===== config.mk =====
export PLATFORM = sky130hd
export DESIGN_NAME = mem_arbiter
export DESIGN_NICKNAME = d
export VERILOG_FILES = /design/src/rtl/cpu_types_pkg.sv /design/src/rtl/mem_arbiter.sv
export SDC_FILE = /design/constraint.sdc
export NUM_CORES = 1
export LEC_CHECK = 0
export ABC_AREA = 1
export CORE_AREA = 2 2 96 144
export CTS_BUF_LIST = sky130_fd_sc_hd__clkbuf_16
export DETAILED_ROUTE_END_ITERATION = 12
export DIE_AREA = 0 0 98 146
export HOLD_SLACK_MARGIN = 0.1
export PLACE_DENSITY = 0.94
export SLEW_MARGIN = 20
export SYNTH_ARGS = -nofsm -noshare
export SYNTH_HDL_FRONTEND = slang
export SYNTH_SLANG_ARGS = --single-unit

===== constraint.sdc =====
create_clock -name CLK -period 2.7 [get_ports CLK]
set_clock_uncertainty 0.15 [all_clocks]
set_input_delay 0.54 -clock CLK [delete_from_list [all_inputs] [get_ports CLK]]
set_output_delay 0.54 -clock CLK [all_outputs]
set_load 0.01 [all_outputs]

===== src/rtl/cpu_types_pkg.sv =====
// Shared CPU types: bus words, RAM handshake states,
// memory access kinds and arbiter FSM states.
package cpu_types_pkg;

  typedef logic [31:0] word_t;

  typedef enum logic [1:0] {
    FREE,
    BUSY,
    ACCESS,
    ERROR
  } ramstate_t;

  typedef enum logic [1:0] {
    IREAD,
    DREAD,
    DWRITE
  } access_t;

  typedef enum logic [1:0] {
    ARB_IDLE,
    ARB_ACCESS,
    ARB_RESP
  } arb_state_t;

endpackage


===== src/rtl/mem_arbiter.sv =====
// Single-port RAM responder arbitrating instruction fetch
// and data accesses; data always wins.
module mem_arbiter
  import cpu_types_pkg::*;
#(
  parameter int TIMEOUT = 15
) (
  input  logic        CLK,
  input  logic        RST,
  input  logic        iREN,
  input  logic [31:0] iaddr,
  output logic        ihit,
  output logic [31:0] iload,
  input  logic        dREN,
  input  logic        dWEN,
  input  logic [31:0] daddr,
  input  logic [31:0] dstore,
  output logic        dhit,
  output logic [31:0] dload,
  output logic        ramREN,
  output logic        ramWEN,
  output logic [31:0] ramaddr,
  output logic [31:0] ramstore,
  input  logic [31:0] ramload,
  input  logic [1:0]  ramstate,
  output logic        memerr
);

  localparam int CW = $clog2(TIMEOUT + 1);

  arb_state_t    state_q, state_d;
  access_t       kind_q, kind_d;
  word_t         addr_q, addr_d;
  word_t         data_q, data_d;
  word_t         iload_q, iload_d;
  word_t         dload_q, dload_d;
  logic [CW-1:0] cnt_q, cnt_d;
  logic          err_q, err_d;

  ramstate_t     rs;
  logic [CW-1:0] cnt_inc;
  logic          timeout;

  assign rs      = ramstate_t'(ramstate);
  assign cnt_inc = cnt_q + 1'b1;
  assign timeout = (cnt_inc == CW'(TIMEOUT));

  always_comb begin
    state_d = state_q;
    kind_d  = kind_q;
    addr_d  = addr_q;
    data_d  = data_q;
    iload_d = iload_q;
    dload_d = dload_q;
    cnt_d   = cnt_q;
    err_d   = err_q;
    unique case (state_q)
      ARB_IDLE: begin
        cnt_d = '0;
        if (dREN || dWEN) begin
          state_d = ARB_ACCESS;
          kind_d  = dWEN ? DWRITE : DREAD;
          addr_d  = daddr;
          data_d  = dstore;
          if (dREN && dWEN) err_d = 1'b1;
        end else if (iREN) begin
          state_d = ARB_ACCESS;
          kind_d  = IREAD;
          addr_d  = iaddr;
        end
      end
      ARB_ACCESS: begin
        cnt_d = cnt_inc;
        if (rs == ACCESS) begin
          state_d = ARB_RESP;
          if (kind_q == IREAD) iload_d = ramload;
          if (kind_q == DREAD) dload_d = ramload;
        end else if (rs == ERROR || timeout) begin
          // abandoned; a still-held request is retried from IDLE
          state_d = ARB_IDLE;
          err_d   = 1'b1;
        end
      end
      ARB_RESP: state_d = ARB_IDLE;
      default:  state_d = ARB_IDLE;
    endcase
  end

  always_ff @(posedge CLK) begin
    if (RST) begin
      state_q <= ARB_IDLE;
      kind_q  <= IREAD;
      addr_q  <= '0;
      data_q  <= '0;
      iload_q <= '0;
      dload_q <= '0;
      cnt_q   <= '0;
      err_q   <= 1'b0;
    end else begin
      state_q <= state_d;
      kind_q  <= kind_d;
      addr_q  <= addr_d;
      data_q  <= data_d;
      iload_q <= iload_d;
      dload_q <= dload_d;
      cnt_q   <= cnt_d;
      err_q   <= err_d;
    end
  end

  // hit is suppressed when the requester has withdrawn
  assign ihit = (state_q == ARB_RESP) && (kind_q == IREAD)
              && iREN;
  assign dhit = (state_q == ARB_RESP) && (kind_q != IREAD)
              && (dREN || dWEN);

  assign ramREN   = (state_q == ARB_ACCESS) && (kind_q != DWRITE);
  assign ramWEN   = (state_q == ARB_ACCESS) && (kind_q == DWRITE);
  assign ramaddr  = (state_q == ARB_ACCESS) ? addr_q : '0;
  assign ramstore = ramWEN ? data_q : '0;

  assign iload  = iload_q;
  assign dload  = dload_q;
  assign memerr = err_q;

endmodule

Word-level counts from Yosys, hierarchy flattened:

Cells that the tools add are included.
W data, S select, Z words.

* input port bits: 135
* word-level logic and storage cells: 61
* register bits: 137
* output and inout port bits: 133

* reduce and logical (&&, ||, !) cells: 20
* add/sub/neg operators: 1
* eq/ne operators: 14
* mux-type cells: 18

Operator list (number)
* $mux W32: 4
* $mux W2: 7
* $ne A2 B2 Y1 const B: 5
* $eq A2 B2 Y1 const B: 4
* $pmux W4 S2: 1
* $logic_and A1 B1 Y1: 7
* $ne A3 B3 Y1 const B: 2
* $reduce_and A2 Y1: 3
* $reduce_and A3 Y1: 2
* $reduce_bool A2 Y1: 3
* $reduce_and A5 Y1: 1
* $add A4 B1 Y4 const B: 1
* $eq A2 B1 Y1 const B: 2
* $eq A4 B4 Y1 const B: 1
* $logic_not A2 Y1: 2
* $mux W1: 4
* $pmux W2 S2: 1
* $logic_or A1 B1 Y1: 2
* $pmux W1 S2: 1

Logic depth before layout (Yosys ltp):

Gate-level depths: netlist of the first run.

* word-level depth: 6
* gate-level depth with buffers: 9
* depth with buffers taken out: 9

Worst setup path before layout of the first run:

No wires, ideal clock.

* path type: reg2out
* start: reg state_q[1]
* end: out ramstore[10]
* arrival time: 1.321 ns
* path buffers: 1
* data required time: 2.010 ns
* stages on the path, launching flop included: 7
* path slack: 0.689 ns
* path through: dfxtp_1 inv_2 nand2_2 nor3_1 inv_1 buf_2 nor2_1

* longest elaborated chain between the ends: 3

RTL lines
* start: declaration: RTL line mem_arbiter.sv:31 `arb_state_t state_q, state_d;`
* start signal: assignment: RTL line mem_arbiter.sv:100 `state_q <= state_d;`
* $eq A2 B1 Y1: RTL line mem_arbiter.sv:118 `assign ramWEN = (state_q == ARB_ACCESS) && (kind_q == DWRITE);`
* $logic_and A1 B1 Y1: RTL line mem_arbiter.sv:118
* via ramWEN: RTL line mem_arbiter.sv:21 `output logic ramWEN,`
* $mux W32: RTL line mem_arbiter.sv:120 `assign ramstore = ramWEN ? data_q : '0;`
* end: declaration: RTL line mem_arbiter.sv:23 `output logic [31:0] ramstore,`

The timed path passes the listed nets, and every way through them passes these cells.

Worst setup path in the final report of the first run:

* start: reg state_q[0]
* end: out ramWEN

* longest elaborated chain between the ends: 2

RTL lines (RTL line)
* $eq A2 B1 Y1: mem_arbiter.sv:118
* $logic_and A1 B1 Y1: mem_arbiter.sv:118
* end: declaration: mem_arbiter.sv:21

Every way passes these cells.

==> impl_metrics.xml, run 1 <==
<?xml version="1.0" encoding="UTF-8"?>
<metrics>
  <group name="yosys">
    <metric name="synth_cell_type_count" unit="">24</metric>
    <metric name="seq_area_frac_synth" unit="%">47.5</metric>
    <metric name="syn_area_per_cell" unit="sq um">7.16</metric>
    <metric name="postSynthCellCount" unit="">806</metric>
    <metric name="syn_nets" unit="">943</metric>
    <metric name="ys_ff_latch" unit="">137</metric>
    <metric name="synthFlopType" unit="">sky130_fd_sc_hd__dfxtp_1</metric>
    <metric name="yosysWarningCount" unit="">0</metric>
    <metric name="asyncSetResetFlopFracSynth" unit="%">0</metric>
    <metric name="synth_enable_flop_cells" unit="">0</metric>
    <metric name="synth.cell_area" unit="sq um">5770</metric>
  </group>
  <group name="sta">
    <metric name="holdWs" unit="ns">0.292</metric>
    <metric name="layout_min_cycle_time" unit="ns">2.61</metric>
    <metric name="worst-slew-pin-transition" unit="ns">0.891</metric>
    <metric name="max-slew-margin-rel" unit="%">40.5</metric>
    <metric name="drv_slew" unit="">0</metric>
    <metric name="hold_viol_final" unit="">0</metric>
    <metric name="fin_worst_setup_slack" unit="ns">0.0870</metric>
    <metric name="fmax" unit="MHz">383</metric>
    <metric name="setup_violations_final" unit="">0</metric>
    <metric name="grt_setup_unrepaired" unit="">no</metric>
    <metric name="timing.final.crit_share" unit="%">96.8</metric>
    <metric name="setup_tns" unit="ns">0</metric>
  </group>
  <group name="placement">
    <metric name="dpl_worst_slack" unit="ns">0.0300</metric>
    <metric name="place.port_buffers" unit="">267</metric>
    <metric name="gp_congestion" unit="">0.837</metric>
    <metric name="dp.cells" unit="">1195</metric>
    <metric name="placement.cell_area" unit="sq um">8490</metric>
    <metric name="post-dp-hpwl" unit="mm">12.4</metric>
  </group>
  <group name="clock_tree">
    <metric name="worst_setup_hold_path_clk_slew" unit="ns">0.05</metric>
    <metric name="clock_root_buffer" unit="">sky130_fd_sc_hd__clkbuf_16</metric>
    <metric name="htreeDepth" unit="">4</metric>
    <metric name="cts_buffers" unit="">17</metric>
    <metric name="postCtsHoldBufs" unit="">0</metric>
    <metric name="cts_tree" unit="">done</metric>
    <metric name="cts-root-to-sink-buffers" unit="">2</metric>
    <metric name="cts.sinks" unit="">137</metric>
    <metric name="clkLatencyLatePin" unit="ns">0.40</metric>
  </group>
  <group name="floorplan">
    <metric name="initial_core_util" unit="%">44.5</metric>
    <metric name="core_region" unit="sq um">13000</metric>
    <metric name="io_pins" unit="">268</metric>
    <metric name="chipHeight" unit="um">146</metric>
    <metric name="floorplan.die.width" unit="um">98</metric>
    <metric name="placementRows" unit="">51</metric>
    <metric name="die_area" unit="sq um">14300</metric>
  </group>
  <group name="pwr">
    <metric name="internal-power" unit="mW">4.11</metric>
    <metric name="totalPowerFinal" unit="mW">5.49</metric>
    <metric name="pwr_density_cell" unit="nW/um^2">599</metric>
    <metric name="switching_fraction_of_total_power" unit="%">25.1</metric>
    <metric name="power_switching" unit="mW">1.38</metric>
    <metric name="static-leakage-power" unit="nW">3.90</metric>
    <metric name="p_clk_share" unit="%">44.5</metric>
    <metric name="power_frac_seq" unit="%">40.0</metric>
    <metric name="vdd_drop_max" unit="V">0.000340</metric>
    <metric name="power.combinational.fraction" unit="%">15.5</metric>
  </group>
  <group name="grt">
    <metric name="largest_net_degree_at_the_start_of_global_routing" unit="">67</metric>
    <metric name="grt_util_all_layers" unit="%">23.8</metric>
    <metric name="via_count_of_the_first_global_routing_pass" unit="">5975</metric>
    <metric name="grt_antenna_before_repair" unit="">0</metric>
    <metric name="globalRouteOverflowTotal" unit="">0</metric>
    <metric name="grt_pass1_wl" unit="mm">27.7</metric>
  </group>
  <group name="critical_path">
    <metric name="worstReg2RegStart" unit="">state_q[1]</metric>
    <metric name="r2r.worst_path.cells" unit="">8</metric>
    <metric name="worst-endpoint-required" unit="ns">2.01</metric>
    <metric name="reg2reg_setup_slack" unit="ns">0.69</metric>
    <metric name="crit_path_max_fanout" unit="">3</metric>
    <metric name="startpoint_type" unit="">register</metric>
    <metric name="crit_arrival" unit="ns">1.92</metric>
    <metric name="worst-setup-path-type" unit="">reg2out</metric>
    <metric name="timing.rr.end" unit="">dload[24]</metric>
    <metric name="endpoint_kind" unit="">primary output</metric>
  </group>
  <group name="hold_path">
    <metric name="hold_path_startpoint" unit="">dload[25]</metric>
    <metric name="worst_hold_path.num_cells" unit="">2</metric>
    <metric name="worstHoldEndpoint" unit="">dload[25]</metric>
    <metric name="hold_path.class" unit="">reg2reg</metric>
  </group>
  <group name="finish">
    <metric name="finish.instance_area" unit="sq um">9170</metric>
    <metric name="stdcell_count" unit="">1229</metric>
    <metric name="area_delta_synth_final" unit="%">59.0</metric>
    <metric name="final_util" unit="%">70.8</metric>
    <metric name="final_net_count" unit="">1195</metric>
    <metric name="n_antenna_cell" unit="">0</metric>
    <metric name="drive_gt1_share" unit="%">6.45</metric>
  </group>
  <group name="run_status">
    <metric name="failing_checks" unit="">DRC</metric>
    <metric name="outcome" unit="">finished with violations</metric>
  </group>
  <group name="routing">
    <metric name="first_drt_iteration_drcs" unit="">129</metric>
    <metric name="drcViolationCount" unit="">1</metric>
    <metric name="final_wl" unit="mm">17.4</metric>
    <metric name="route.vias.total" unit="">6117</metric>
    <metric name="drt-pass1-iter-count" unit="">8</metric>
    <metric name="antenna_left" unit="">0</metric>
    <metric name="post_drt_via_cell_ratio" unit="">4.98</metric>
    <metric name="wl_per_cell" unit="um">14.1</metric>
  </group>
  <group name="flow_run">
    <metric name="drv.max_cap_violation_count" unit="">0</metric>
  </group>
</metrics>
[power groups by stage]
stage,Sequential [mW],Combinational (mW),Clock [mW]
floorplan,2.24,0.432,0
global placement,2.24,0.823,0
detailed placement,2.24,0.845,0
CTS,2.20,0.855,2.48
global route,2.21,0.938,2.57
finish,2.20,0.849,2.44
[metal layers]
| layer | global-route usage (%) | up-vias | part of all wire, % |
|---|---|---|---|
| met4 | 13.9 | 0 | 5.1 |
| met3 | 5.14 | 58 | 4.7 |
| met5 | 0 | - | 0 |
| li1 | - | 3065 | - |
| met2 | 43.5 | 213 | 53 |
| met1 | 24.4 | 2781 | 37 |
[worst max path at each step]
stage / startpoint / to / slack, ns / cells after the start
floorplan: state_q[1] / ramstore[10] / 0.69 / 6
global placement: dREN / dhit / 0.13 / 4
detailed placement: dREN / dhit / 0.03 / 4
CTS: state_q[0] / ramstore[21] / 0.002 / 6
global route: state_q[0] / ramWEN / 0.005 / 6
finish: state_q[0] / ramWEN / 0.09 / 6
[layout by cell type, fill, tap and decap left out, drive strengths merged]
cell and n:
inv 117, nor2 71, dlymetal6s2s 15, or2 2, o21ai 98, ha 2, a21oi 137, nor4 1
nand4 1, clkinvlp 2, bufinv 4, clkbuf 17, buf 22, nand3 38, nor3 3, clkinv 3
clkdlybuf4s50 234, dfxtp 137, nand2 147, dlygate4sd2 18, a21boi 1
[repair_timing]
item / 4_1_cts / 5_1_grt
gates resized for setup: 24 / 15
pin swaps: 1 / 0
setup endpoints to repair: 32 / 15
buffers inserted: 3 / 0
hold endpoints to repair: 0 / 0
[layout make-up]
class | count | area (sq um)
clock buffers | 17 | 425
clock inverters | 14 | 196
fillers | 998 | 3780
inverters | 112 | 420
multi-input cells | 501 | 2320
flip-flops and latches | 137 | 2750
well taps | 159 | 199
repair buffers | 289 | 2860
[sequential cells by signal, summed over array words and instances (netlist names)]
name / cells
cnt_q: 4
dload: 32
state_q: 2
iload: 32
memerr: 1
kind_q: 2
addr_q: 32
data_q: 32
[kinds of logic (layout without fill, tap and decap cells)]
family          Yosys count  in the layout  share of synthesized area, %
simple gates            263            263                          18.9
flops                   137            137                          47.5
buf+inv                 168            432                          12.4
fa+ha+maj                 2              2                         0.434
compound gates          236            236                          20.7
[synth_stat cells, types with 3 or more instances]
| cell type | instances | area [sq um] |
|---|---|---|
| sky130_fd_sc_hd__nor2_4 | 3 | 33.8 |
| sky130_fd_sc_hd__o21ai_0 | 87 | 435 |
| sky130_fd_sc_hd__buf_6 | 4 | 45.0 |
| sky130_fd_sc_hd__buf_2 | 29 | 145 |
| sky130_fd_sc_hd__a21oi_1 | 137 | 686 |
| sky130_fd_sc_hd__nor2_1 | 67 | 251 |
| sky130_fd_sc_hd__inv_2 | 3 | 11.3 |
| sky130_fd_sc_hd__nand2_1 | 145 | 544 |
| sky130_fd_sc_hd__dfxtp_1 | 137 | 2740 |
| sky130_fd_sc_hd__nand3_1 | 37 | 185 |
| sky130_fd_sc_hd__o21ai_1 | 11 | 55.1 |
| sky130_fd_sc_hd__nor3_1 | 3 | 15.0 |
| sky130_fd_sc_hd__buf_4 | 4 | 30.0 |
| sky130_fd_sc_hd__inv_1 | 109 | 409 |
| sky130_fd_sc_hd__clkbuf_1 | 17 | 63.8 |
[critical path: stages, from the launching register on]
cell                              delay, ns
sky130_fd_sc_hd__dfxtp_2               0.37
sky130_fd_sc_hd__nand2_2               0.09
sky130_fd_sc_hd__nor3_4                0.20
sky130_fd_sc_hd__buf_4                 0.13
sky130_fd_sc_hd__buf_4                 0.09
sky130_fd_sc_hd__buf_4                 0.08
sky130_fd_sc_hd__clkdlybuf4s50_1       0.56
(Power assumes the default switching activity.)
==> run 2: changes to the inputs <==
- CORE_AREA: 2 2 96 144 -> 2 2 106 108
- DIE_AREA: 0 0 98 146 -> 0 0 108 110
- DONT_BUFFER_PORTS: unset -> 1
- PLACE_DENSITY: 0.94 -> 0.78
==> impl_metrics.xml, run 2 (synthesis gave the netlist of run 1 again) <==
<?xml version="1.0" encoding="UTF-8"?>
<metrics>
  <group name="routing">
    <metric name="drcViolationCount" unit="">0</metric>
    <metric name="drt-pass1-iter-count" unit="">5</metric>
    <metric name="route.vias.total" unit="">5206</metric>
    <metric name="final_wl" unit="mm">14.6</metric>
    <metric name="antenna_left" unit="">0</metric>
    <metric name="post_drt_via_cell_ratio" unit="">5.37</metric>
    <metric name="first_drt_iteration_drcs" unit="">386</metric>
    <metric name="wl_per_cell" unit="um">15.1</metric>
  </group>
  <group name="critical_path">
    <metric name="worst-endpoint-required" unit="ns">2.01</metric>
    <metric name="crit_path_max_fanout" unit="">16</metric>
    <metric name="r2r.worst_path.cells" unit="">7</metric>
    <metric name="worst_path_most_repeated_cell" unit="">sky130_fd_sc_hd__buf_4</metric>
    <metric name="worst-setup-path-type" unit="">reg2out</metric>
    <metric name="crit_arrival" unit="ns">1.86</metric>
    <metric name="cp_slowest_cell" unit="">sky130_fd_sc_hd__dfxtp_1</metric>
    <metric name="endpoint_kind" unit="">primary output</metric>
    <metric name="crit_path_max_incr_delay" unit="ns">0.38</metric>
    <metric name="reg2reg_setup_slack" unit="ns">0.48</metric>
    <metric name="startpoint_type" unit="">register</metric>
    <metric name="worstReg2RegStart" unit="">state_q[1]</metric>
    <metric name="cp_cell_sequence" unit="">inv_2, nand2_2, nor3_4, buf_12, clkinvlp_4, buf_4, nor2_1, buf_4</metric>
    <metric name="timing.rr.end" unit="">dload[23]</metric>
  </group>
  <group name="floorplan">
    <metric name="core_region" unit="sq um">10700</metric>
    <metric name="io_pins" unit="">268</metric>
    <metric name="chipHeight" unit="um">110</metric>
    <metric name="floorplan.die.width" unit="um">108</metric>
    <metric name="die_area" unit="sq um">11900</metric>
    <metric name="placementRows" unit="">38</metric>
    <metric name="initial_core_util" unit="%">53.9</metric>
  </group>
  <group name="sta">
    <metric name="drv_slew" unit="">0</metric>
    <metric name="grt_setup_unrepaired" unit="">no</metric>
    <metric name="worst-slew-pin-transition" unit="ns">0.633</metric>
    <metric name="setup_tns" unit="ns">0</metric>
    <metric name="max-slew-margin-rel" unit="%">57.4</metric>
    <metric name="hold_viol_final" unit="">0</metric>
    <metric name="layout_min_cycle_time" unit="ns">2.55</metric>
    <metric name="setup_violations_final" unit="">0</metric>
    <metric name="holdWs" unit="ns">0.148</metric>
    <metric name="fmax" unit="MHz">392</metric>
    <metric name="timing.final.crit_share" unit="%">94.5</metric>
  </group>
  <group name="clock_tree">
    <metric name="clkLatencyLatePin" unit="ns">0.41</metric>
    <metric name="cts.sinks" unit="">137</metric>
    <metric name="worst_setup_hold_path_clk_slew" unit="ns">0.06</metric>
    <metric name="htreeDepth" unit="">4</metric>
    <metric name="cts_tree" unit="">done</metric>
    <metric name="cts_buffers" unit="">17</metric>
    <metric name="clock_root_buffer" unit="">sky130_fd_sc_hd__clkbuf_16</metric>
    <metric name="cts-root-to-sink-buffers" unit="">2</metric>
  </group>
  <group name="finish">
    <metric name="finish.instance_area" unit="sq um">6630</metric>
    <metric name="final_net_count" unit="">955</metric>
    <metric name="drive_gt1_share" unit="%">11.6</metric>
    <metric name="final_common_cell" unit="">sky130_fd_sc_hd__nand2_1</metric>
    <metric name="n_antenna_cell" unit="">0</metric>
    <metric name="final_util" unit="%">62.0</metric>
    <metric name="most-common-layout-cells" unit="">sky130_fd_sc_hd__nand2_1 (145), sky130_fd_sc_hd__a21oi_1 (137), sky130_fd_sc_hd__dfxtp_1 (137)</metric>
    <metric name="area_delta_synth_final" unit="%">15.0</metric>
  </group>
  <group name="grt">
    <metric name="globalRouteOverflowTotal" unit="">0</metric>
    <metric name="via_count_of_the_first_global_routing_pass" unit="">4822</metric>
    <metric name="grt_pass1_wl" unit="mm">22.1</metric>
    <metric name="grt_util_all_layers" unit="%">23.7</metric>
    <metric name="largest_net_degree_at_the_start_of_global_routing" unit="">65</metric>
    <metric name="grt_antenna_before_repair" unit="">0</metric>
  </group>
  <group name="placement">
    <metric name="post-dp-hpwl" unit="mm">10.3</metric>
    <metric name="gp_congestion" unit="">0.774</metric>
    <metric name="place.port_buffers" unit="">0</metric>
    <metric name="placement.cell_area" unit="sq um">6000</metric>
  </group>
  <group name="hold_path">
    <metric name="hold_path_startpoint" unit="">ramload[22]</metric>
    <metric name="hold_path.class" unit="">in2reg</metric>
    <metric name="worstHoldEndpoint" unit="">iload[22]</metric>
    <metric name="worst_hold_path.num_cells" unit="">2</metric>
  </group>
  <group name="pwr">
    <metric name="totalPowerFinal" unit="mW">4.90</metric>
    <metric name="static-leakage-power" unit="nW">2.68</metric>
    <metric name="pwr_density_cell" unit="nW/um^2">739</metric>
    <metric name="vdd_drop_max" unit="V">0.000366</metric>
  </group>
  <group name="run_status">
    <metric name="outcome" unit="">finished clean</metric>
  </group>
  <group name="flow_run">
    <metric name="drv.max_cap_violation_count" unit="">0</metric>
  </group>
</metrics>
run 2: layout make-up:
cell class / instances / area [sq um]
tap: 140 / 175
inverter: 112 / 424
sequential: 137 / 2740
fill: 944 / 4070
timing repair buffer: 48 / 410
timing repair inverter: 1 / 7.51
multi-input combinational: 501 / 2320
clock inverter: 14 / 124
clock buffer: 17 / 425
run 2: worst max-delay path by stage:
stage / end / cells after the start / slack [ns] / from
2_1_floorplan: ramstore[10] / 6 / 0.69 / state_q[1]
3_3_place_gp: ramstore[8] / 6 / 0.50 / state_q[1]
3_5_place_dp: ramstore[12] / 5 / 0.33 / kind_q[1]
4_1_cts: ramstore[12] / 6 / 0.04 / kind_q[1]
5_1_grt: ramstore[27] / 8 / 0.05 / state_q[1]
6_report: ramstore[27] / 8 / 0.15 / state_q[1]
run 2: report_power, final:
part | total, mW | switching (mW) | leakage, nW | internal (mW)
Sequential | 2.21 | 0.0580 | 1.12 | 2.15
Clock | 2.14 | 0.876 | 0.262 | 1.26
Combinational | 0.546 | 0.375 | 1.29 | 0.171
Total | 4.90 | 1.31 | 2.68 | 3.59
run 2: metrics by stage:
stage	setup slack (ns)	cells
global placement	0.499	933
CTS	0.0448	969
floorplan	0.689	806
global route	0.0451	970
detailed placement	0.327	933
finish	0.148	970
run 2: what timing repair did:
action                     4_1_cts  5_1_grt
pin swaps                        0        1
cloned                           1        0
hold buffers                     1        0
gates resized for setup          4        0
setup endpoints to repair       32       29
buffers inserted                 3        1
hold endpoints to repair        39        0
run 2: critical path: cells and delay by family (launching register included):
kind | cells | cell delay, ns
buf+inv | 5 | 0.63
flops | 1 | 0.38
simple gates | 3 | 0.44
run 2: per-layer routing:
layer,vias to the layer above,track usage (%),wire (um)
met3,43,6.88,1200
li1,2581,-,-
met5,-,0,0
met2,248,41.6,7370
met4,0,13.4,490
met1,2334,25.8,5560
==> RTL change 1, RTL diff (config.mk and constraints of run 1) <==
Change the parameter `TIMEOUT` from 15 to 30.
--- a/src/rtl/mem_arbiter.sv
+++ b/src/rtl/mem_arbiter.sv
@@ -3,7 +3,7 @@
 module mem_arbiter
   import cpu_types_pkg::*;
 #(
-  parameter int TIMEOUT = 15
+  parameter int TIMEOUT = 30
 ) (
   input  logic        CLK,
   input  logic        RST,
Behaviour: no difference found for any inputs over 4 cycles, from zero or initial values and one cycle with RST high; that may be too few to reach the edited logic, so the function may still have changed.
==> RTL change 1 against run 1 <==
  * Worst setup slack got worse by 0.018 ns
  * Count of clock-buffer cells in the layout unchanged
  * Total power decreased by 0.74%
  * Sequential cell count increased by 1
  * Design area increased by 0.23%
  * Global-route usage increased by 0.91 points
  * Routed wire length increased by 3.9%
  * Non-clock buffer count decreased by 4
  * Synthesized area decreased by 0.13%
  * Combinational power about the same
==> RTL change 1: results (changes against run 1) <==
| Metric | Value |
|---|---|
| Detail Placement HPWL | `12.7 mm (+2.1%)` |
| Multi-input gate share of total cell area | `24.6% (-0.73 points)` |
| Max Fanout on Critical Path | `38 (+35)` |
| Starting DRT DRC Count | `209 (+62%)` |
| PwrDens | `593 mW/mm^2 (-0.97%)` |
| Non-CTS inverters | `116 (+3.6%)` |
| Post-Syn Nets | `923 (-2.1%)` |
| Max incr delay on CP | `0.54 ns (-0.02 ns)` |
| Leading post-synthesis cells by instance count | `dfxtp_1, nand2_1, inv_1` |
| Met2 wire len | `9.29 mm (+0.23%)` |
| Run status | `completed` |
| Nonclk buf count | `285 (-1.4%)` |
| # fillers | `948 (-5.0%)` |
| Leakage power total | `3.93 nW (+0.56%)` |
| Reg clk slew, reported paths | `0.07 ns (+0.02 ns)` |
| Largest net degree at the start of global routing | `65 (-3.0%)` |
| Worst slew pin tran | `0.462 ns (-0.429 ns)` |
| Sequential cell area | `0.00276 mm^2 (+0.68%)` |
| Sequential share of power | `40.9% (+0.9 points)` |
| DR vias | `6155 (+0.62%)` |
| First-pass GRT wire length | `28.8 mm (+4.1%)` |
| Drt wl/cell | `15.0 um (+6.0%)` |
| Seq/Total Area, Yosys | `48.0% (+0.41 points)` |
| Synth-to-Final Area Change | `59.5%` |
| Synthesis-stage register bit count | `138 (+0.73%)` |
==> RTL change 1: cell count changes in the layout (fill, tap and decap cells not counted), moves of 11 or more <==
cell            change
a21oi_1            -33
a31oi_1            +32
nand2_1            -30
o21ai_0            -30
o21ai_1            +29
dlymetal6s2s_1     +11
==> RTL change 1: worst paths after layout <==
| path | from | to | slack, ns | depth (start not counted) |
|---|---|---|---|---|
| worst max-delay path | state_q[1] | ramaddr[21] | 0.07 | 5 |
| worst max register to register | state_q[1] | dload[1] | 0.79 | 8 |
| worst min-delay path | dload[18] | dload[18] | 0.29 | 2 |
| worst min register to register | dload[18] | dload[18] | 0.29 | 2 |
==> RTL change 1: through the flow <==
| stage | hold WS [ns] | cells | setup TNS (ns) | power (mW) | worst slack [ns] |
|---|---|---|---|---|---|
| 2_1_floorplan | 0.279 | 786 | 0 | 2.69 | 0.792 |
| 3_3_place_gp | 0.281 | 1171 | 0 | 3.08 | 0.0547 |
| 3_5_place_dp | 0.285 | 1171 | 0 | 3.10 | 0.0155 |
| 4_1_cts | 0.295 | 1204 | -0.668 | 5.48 | -0.0533 |
| 5_1_grt | 0.315 | 1205 | 0 | 5.68 | 0.00960 |
| 6_report | 0.292 | 1205 | 0 | 5.45 | 0.0691 |
==> RTL change 1: what timing repair did <==
item                       in CTS  in global routing
resized for setup              12                 31
setup endpoints to repair      33                 59
hold buffers                    0                  0
pin swaps                       1                  1
buffers inserted                1                  1
==> RTL change 1: cells by family (layout without fill, tap and decap cells) <==
logic type | after synthesis | after routing | synth area share [%]
adders and majority gates | 2 | 2 | 0.434
AOI/OAI and AO/OA | 236 | 236 | 21.5
buffers and inverters | 173 | 433 | 12.9
and+or+nand+nor | 237 | 237 | 17.2
DFF | 138 | 138 | 48.0
==> RTL change 2, RTL diff (settings of run 1) <==
Without the edit above. Encoding of `access_t`: now one-hot (3 bits for 3 values).
--- a/src/rtl/cpu_types_pkg.sv
+++ b/src/rtl/cpu_types_pkg.sv
@@ -11,10 +11,10 @@
     ERROR
   } ramstate_t;
 
-  typedef enum logic [1:0] {
-    IREAD,
-    DREAD,
-    DWRITE
+  typedef enum logic [2:0] {
+    IREAD  = 3'b001,
+    DREAD  = 3'b010,
+    DWRITE = 3'b100
   } access_t;
 
   typedef enum logic [1:0] {
Formal check against the unedited RTL: no difference found for any inputs over 4 cycles, from zero or initial values and one cycle with RST high; so few cycles prove little.
==> RTL change 2 against run 1 <==
  * Global-route usage rose by 0.53 points
  * Sequential cell count grew 1
  * Synthesized area decreased by 1.6%
  * Design area is 1.0% lower
  * Worst setup slack worse by 0.0028 ns
  * Combinational power is 3.1% lower
  * Total power rose by 0.18%
  * Routed wire length is 0.30% lower
  * Critical endpoint is now ramaddr[18]
  * Largest cell class unchanged
==> RTL change 2: results (changes against run 1) <==
| Metric | Value |
|---|---|
| Seq/Total Area, Yosys | `48.7% (+1.1 points)` |
| All-Layer GR Usage | `24.3% (+0.53 points)` |
| Dpl cell area | `0.00849 mm^2 (about the same)` |
| Max Fanout on Critical Path | `37 (+34)` |
| Synth top area cells | `dfxtp_1, nor2_1, o21ai_0` |
| Clk_lat worst skew | `0.40 ns (about the same)` |
| Drt first pass iters | `5 (-3)` |
| Switch share | `24.9% (-0.17 points)` |
| Post-synth EDFFs | `0 (unchanged)` |
| Peak VDD IR | `0.464 mV (+36%)` |
| Gpl congestion | `0.855 (+2.1%)` |
| Top FF cell, synth | `dfxtp_1` |
| CTS Buffer Depth | `2 (unchanged)` |
| First-pass GRT wire length | `28.0 mm (+1.2%)` |
| Initial antenna violation count | `0 (unchanged)` |
| Count of different cell masters after synthesis | `26 (+8.3%)` |
| Largest net degree at the start of global routing | `68 (+1.5%)` |
| Hold Path Class | `flip-flop to flip-flop` |
| ANT cells | `0 (unchanged)` |
| Async S/R FF share, synth | `0% (unchanged)` |
| Total wire length | `17.3 mm (-0.30%)` |
| Ys Warns | `0 (unchanged)` |
| # H-tree levels | `4 (unchanged)` |
| Arr. time, crit path | `1.93 ns` |
| PortBufs | `267 (unchanged)` |
| Nets | `1197 (+0.17%)` |
| Vias/cell | `4.85 (-2.6%)` |
| Leading post-synthesis cells by instance count | `nor2_1, dfxtp_1, nand2_1` |
| Reg clk slew, reported paths | `~0.060 ns` |
| Vias in the first global route | `5959 (-0.27%)` |
| Worst slew pin tran | `0.564 ns (-0.327 ns)` |
| Run status | `completed` |
| Global route overflow | `0 (unchanged)` |
| Leakage power total | `3.98 nW (+2.1%)` |
| Total CTS buffers | `17 (unchanged)` |
| Starting DRT DRC Count | `185 (+43%)` |
| Clock root buffer | `clkbuf_16` |
| Post-Syn Nets | `944 (+0.11%)` |
| # fillers | `1007 (+0.90%)` |
| Detail Placement HPWL | `12.8 mm (+2.9%)` |
| Share of layout cells above drive strength 1 | `7.55% (+1.1 points)` |
## RTL change 2: worst paths after layout
kind	start	endpoint	slack (ns)	cells past startpoint
min reg2reg	data_q[22]	data_q[22]	0.30	2
max reg2reg	kind_q[0]	iload[3]	0.77	6
min	data_q[22]	data_q[22]	0.30	2
max	state_q[0]	ramaddr[18]	0.08	6
## RTL change 2: metrics by stage
stage                     setup slack (ns)  cells  total power [mW]
after floorplan                      0.743    807              2.67
after global placement               0.108   1199              3.06
after detailed placement            0.0274   1199              3.09
after CTS                          0.00210   1232              5.54
after global routing               0.00111   1232              5.74
final                               0.0842   1232              5.50
## RTL change 2: logic make-up after synthesis
family,after synthesis,share of synthesized area (%)
buf+inv,133,9.57
flops,138,48.7
compound gates,206,18.3
simple gates,328,23.0
fa+ha+maj,2,0.441
## RTL change 2: per-layer routing
metal,wire (um),track usage (%),vias to the layer above
met5,0,0,-
met4,881,14.6,0
met3,912,6.05,62
met2,9420,45.1,210
met1,6110,23.8,2651
li1,-,-,3052
## RTL change 2: layout make-up
type                    instances  area, um^2  share of cell area [%]
multi-input cells             536        2380                    26.2
well taps                     159         199                    2.19
clock buffers                  17         425                    4.69
flip-flops and latches        138        2760                    30.4
repair buffers                287        2810                    31.0
clock inverters                15         195                    2.15
inverters                      80         305                    3.36
## RTL change 2: critical path, stage by stage (launching register included)
cell and delay, ns:
dfxtp_1 0.35, inv_2 0.06, nor2_4 0.14, inv_2 0.08, buf_6 0.20, nor2_1 0.12, clkdlybuf4s50_1 0.57
## RTL change 2: power groups by stage
| stage | registers [mW] | clock network, mW | logic (mW) |
|---|---|---|---|
| 2_1_floorplan | 2.27 | 0 | 0.400 |
| 3_3_place_gp | 2.26 | 0 | 0.799 |
| 3_5_place_dp | 2.27 | 0 | 0.822 |
| 4_1_cts | 2.22 | 2.49 | 0.828 |
| 5_1_grt | 2.23 | 2.59 | 0.912 |
| 6_report | 2.22 | 2.46 | 0.823 |
## RTL change 2: timing repair
item | 4_1_cts | 5_1_grt
setup buffers | 1 | 0
pin swaps | 1 | 0
gates resized for setup | 38 | 50
endpoints found under the setup margin | 39 | 37
endpoints found under the hold margin | 0 | 0
hold buffers | 0 | 0
